$ cat config.mk
export PLATFORM = sky130hd
export DESIGN_NAME = high_bit_search_seq
export DESIGN_NICKNAME = d
export VERILOG_FILES = /design/src/rtl/high_bit_search_seq.sv
export SDC_FILE = /design/constraint.sdc
export NUM_CORES = 1
export LEC_CHECK = 0
export BUFFER_PORTS_ARGS = -buffer_cell sky130_fd_sc_hd__buf_2
export CAP_MARGIN = 20
export CORE_MARGIN = 2
export CORE_UTILIZATION = 55
export CTS_BUF_LIST = sky130_fd_sc_hd__clkbuf_16
export DETAILED_ROUTE_END_ITERATION = 8
export GPL_TIMING_DRIVEN = 0
export PLACE_DENSITY_LB_ADDON = 0.08
export SLEW_MARGIN = 10
export SYNTH_ARGS = -nofsm -noshare
export SYNTH_HDL_FRONTEND = slang
export SYNTH_SLANG_ARGS = --single-unit
$ cat constraint.sdc
create_clock -name clk -period 5.5 [get_ports clk]
set_clock_uncertainty 0.1 [all_clocks]
set_input_delay 0.55 -clock clk [delete_from_list [all_inputs] [get_ports clk]]
set_output_delay 0.55 -clock clk [all_outputs]
set_load 0.02 [all_outputs]
$ cat src/rtl/high_bit_search_seq.sv
`default_nettype none
// +----------------------------------------------------------------------------+
// | Module   : high_bit_search_seq                                             |
// | Purpose  : Sequenced highest-set-bit finder; scans a wide word one chunk   |
// |            per clock from the MSB slice. Optional macro HBS_ZERO_BYPASS_EN |
// |            sends an all-zero word straight to DONE.                         |
// | Revision : 1.0 - initial release                                           |
// +----------------------------------------------------------------------------+
module high_bit_search_seq #(
    parameter int DATA_WIDTH  = 64,
    parameter int CHUNK_WIDTH = 16
) (
    input  logic                          clk,
    input  logic                          rst_n,
    input  logic [DATA_WIDTH-1:0]         input_data,
    input  logic                          in_valid,
    output logic                          in_ready,
    output logic [$clog2(DATA_WIDTH)-1:0] out_index,
    output logic                          out_found,
    output logic                          out_valid,
    input  logic                          out_ready
);

    localparam int NUM_CHUNKS = DATA_WIDTH / CHUNK_WIDTH;
    localparam int IDX_W      = $clog2(DATA_WIDTH);
    localparam int CNT_W      = $clog2(NUM_CHUNKS);
    localparam logic [CNT_W-1:0] C_CNT_TOP = CNT_W'(NUM_CHUNKS - 1);

    typedef enum logic [1:0] {
        ST_IDLE = 2'd0,
        ST_SCAN = 2'd1,
        ST_DONE = 2'd2
    } state_t;

    state_t                  state_q, state_d;
    logic [DATA_WIDTH-1:0]   word_q, word_d;
    logic [CNT_W-1:0]        cnt_q, cnt_d;
    logic [IDX_W-1:0]        out_index_q, out_index_d;
    logic                    out_found_q, out_found_d;

    logic [CHUNK_WIDTH-1:0]  w_slice;
    logic                    w_slice_nz;
    logic [IDX_W-1:0]        w_local_idx;
    logic [IDX_W-1:0]        w_global_idx;

    // Single chunk-wide priority search, shared across all slices over time.
    always_comb begin
        w_slice     = word_q[cnt_q*CHUNK_WIDTH +: CHUNK_WIDTH];
        w_slice_nz  = |w_slice;
        w_local_idx = '0;
        for (int i = 0; i < CHUNK_WIDTH; i++) begin
            if (w_slice[i]) begin
                w_local_idx = IDX_W'(i);
            end
        end
        w_global_idx = IDX_W'(cnt_q) * IDX_W'(CHUNK_WIDTH) + w_local_idx;
    end

    always_comb begin
        state_d     = state_q;
        word_d      = word_q;
        cnt_d       = cnt_q;
        out_index_d = out_index_q;
        out_found_d = out_found_q;

        case (state_q)
            ST_IDLE: begin
                if (in_valid) begin
                    word_d  = input_data;
                    cnt_d   = C_CNT_TOP;
                    state_d = ST_SCAN;
`ifdef HBS_ZERO_BYPASS_EN
                    if (input_data == '0) begin
                        out_index_d = '0;
                        out_found_d = 1'b0;
                        state_d     = ST_DONE;
                    end
`endif
                end
            end
            ST_SCAN: begin
                if (w_slice_nz) begin
                    out_index_d = w_global_idx;
                    out_found_d = 1'b1;
                    state_d     = ST_DONE;
                end else if (cnt_q == '0) begin
                    out_index_d = '0;
                    out_found_d = 1'b0;
                    state_d     = ST_DONE;
                end else begin
                    cnt_d = cnt_q - 1'b1;
                end
            end
            ST_DONE: begin
                if (out_ready) begin
                    state_d = ST_IDLE;
                end
            end
            default: begin
                state_d = ST_IDLE;
            end
        endcase
    end

    always_ff @(posedge clk) begin
        if (!rst_n) begin
            state_q     <= ST_IDLE;
            word_q      <= '0;
            cnt_q       <= C_CNT_TOP;
            out_index_q <= '0;
            out_found_q <= 1'b0;
        end else begin
            state_q     <= state_d;
            word_q      <= word_d;
            cnt_q       <= cnt_d;
            out_index_q <= out_index_d;
            out_found_q <= out_found_d;
        end
    end

    // Handshake flags come straight from the state register.
    assign in_ready  = (state_q == ST_IDLE);
    assign out_valid = (state_q == ST_DONE);
    assign out_index = out_index_q;
    assign out_found = out_found_q;

endmodule
`default_nettype wire
==> out/metrics.cfg <==
[routing]
first_iter_violations=154
wl_per_cell_um=16.4
routed_wl_um=8910
drtPass1Iterations=4
routed_via_density=5.40
vias=2940
final_antenna_net_count=0
drc_errors=0

[setup_path]
cp_max_fo=10
startpoint_type=flip-flop
required_ns=5.62
path_class=reg2reg
crit_path_end_kind=flip-flop
crit_arrival_ns=2.57

[global_route]
grtUsageTotal=0.268
grt_pass1_wl_um=14400
antenna_found_initial=0
overflow=0
grt_pass1_vias=2953
grt_max_degree=14

[synth]
synthArstFlopShare=0
synth_area_per_cell_um2=9.12
synthCells=378
synth-seq-cells=75
synth.most_common_cell=nand2_1
synth_top_cell_area_share=0.436
synth_cell_types=35
syn_nets=447
ys_seq_area_frac=0.436
ys.flop_type=dfxtp_1
synth_edf_count=0
synthTopCellsByCount=140 x nand2_1, 75 x dfxtp_1, 66 x a21boi_0
syn_area_mm2=0.00345
ys_top_cells_by_area=dfxtp_1 44%, nand2_1 15%, a21boi_0 14%
synth_warnings=0
yosys.area.top_type=dfxtp_1

[floorplan]
initial_core_util=0.575
rows=28
die-area_mm2=0.00691
core_area_mm2=0.00599
ioPinCount=77
dieHeight_um=83.2
die_w_um=83.2

[timing]
period_needed_ns=2.45
setup_viol=0
period_share=0.445
hold_violations=0
rsz0062_at_grt=false
worst-slew-pin-transition_ns=0.592
slew_headroom=0.605
fmax_mhz=409
slew_violations=0
setup_tns_ns=0

[clocking]
clkTransAtPathRegs_ns=0.06
cts_max_level=3
cts_resized=0
clock-root-buffer=clkbuf_16
clock_tree.buffer_depth=2
clock_sinks=75
clk_latency_ns=0.34
hold_buffers=0
cts_setup_buffers=0
numCtsBuffers=9
cts_tree=built

[pwr]
ir_worst_vdd_mv=0.193
power_leakage_nw=1.78
power.total_w=0.00141
power-per-cell-area_mw_per_mm2=336

[final_layout]
syn_to_final_growth_pct=22.1
stdcell_area_mm2=0.00421
nets=533
final_layout_size_suffix_gt1_frac=0.254
antenna_cells=0

[run]
cap_viol_max_count=0

[hold_path]
hp-class=in2reg

[placed_design]
place.gp.congestion=0.798
place_area_mm2=0.00392
dpl.hpwl_um=6320
io_buffers=75

[outcome]
run_status=complete, no violations

-- state kept, by name (all words and copies together), names as in the netlist --
register   cells
out_index      6
state_q        2
word_q        64
out_found      1
cnt_q          2
-- area by class of cell --
| cell class | count | area, µm² |
|---|---|---|
| Buffer | 26 | 150 |
| Clock buffer | 9 | 225 |
| Clock inverter | 7 | 68.8 |
| Fill cell | 509 | 1780 |
| Inverter | 4 | 15.0 |
| Multi-Input combinational cell | 273 | 1780 |
| Sequential cell | 75 | 1500 |
| Tap cell | 75 | 93.8 |
| Timing Repair Buffer | 75 | 375 |
-- layer usage --
metal,vias to the layer above,global-route usage,wire length (µm)
li1,1453,-,-
met1,1379,0.341,3850
met3,14,0.0417,531
met5,-,0,0
met4,0,0.110,172
met2,94,0.455,4350
-- cells in the final DEF, fill, tap and decap left out, types with 3 or more instances in the layout --
cell type and n:
nand2_1 140, buf_2 75, o21a_1 3, nor4_4 3, a21oi_1 4, nand3_1 4, nor2_1 8, mux4_1 5
o21ai_0 3, dfxtp_1 75, clkbuf_16 9, clkbuf_1 19, nor2b_1 7, a21boi_0 66, buf_6 3, inv_1 4
mux4_2 11
-- worst max-delay path, cell delays in order, from the launching register on --
cell	delay (ns)
dfxtp_1	0.32
buf_6	0.18
buf_12	0.16
mux4_1	0.63
nor2_2	0.21
nand3_2	0.17
nor2_2	0.15
nand2_2	0.09
mux2_4	0.32
-- power by group --
part           total [W]  switching (W)  internal [W]
Sequential      0.000606      0.0000215      0.000585
Combinational   0.000225       0.000131     0.0000939
Clock           0.000581       0.000232      0.000349
-- through the flow --
stage                     instances  worst slack [ns]  hold slack, ns  utilization
after floorplan                 378              3.28           0.339            -
after global placement          528              3.11           0.348        0.654
after detailed placement        528              3.08           0.355        0.654
after CTS                       544              3.05           0.358        0.703
after global routing            544              2.90           0.369        0.703
final                           544              3.05           0.358        0.703
-- cells by family after synthesis --
family | Yosys count | synth area share
simple gates | 170 | 0.215
compound gates | 84 | 0.179
flops | 75 | 0.436
buf+inv | 30 | 0.0479
mux | 18 | 0.119
fa+ha+maj | 1 | 0.00363
-- final timing paths --
| check | from | end | slack [ns] | cells past startpoint |
|---|---|---|---|---|
| max reg2reg | cnt_q[1]$_SDFFE_PN1P_ | cnt_q[0]$_SDFFE_PN1P_ | 3.05 | 8 |
| max | cnt_q[1]$_SDFFE_PN1P_ | cnt_q[0]$_SDFFE_PN1P_ | 3.05 | 8 |
| min | input_data[55] | word_q[55]$_SDFFE_PN0P_ | 0.36 | 3 |
| min reg2reg | word_q[39]$_SDFFE_PN0P_ | word_q[39]$_SDFFE_PN0P_ | 0.36 | 2 |
No activity file was read; power rests on OpenSTA's default activity.
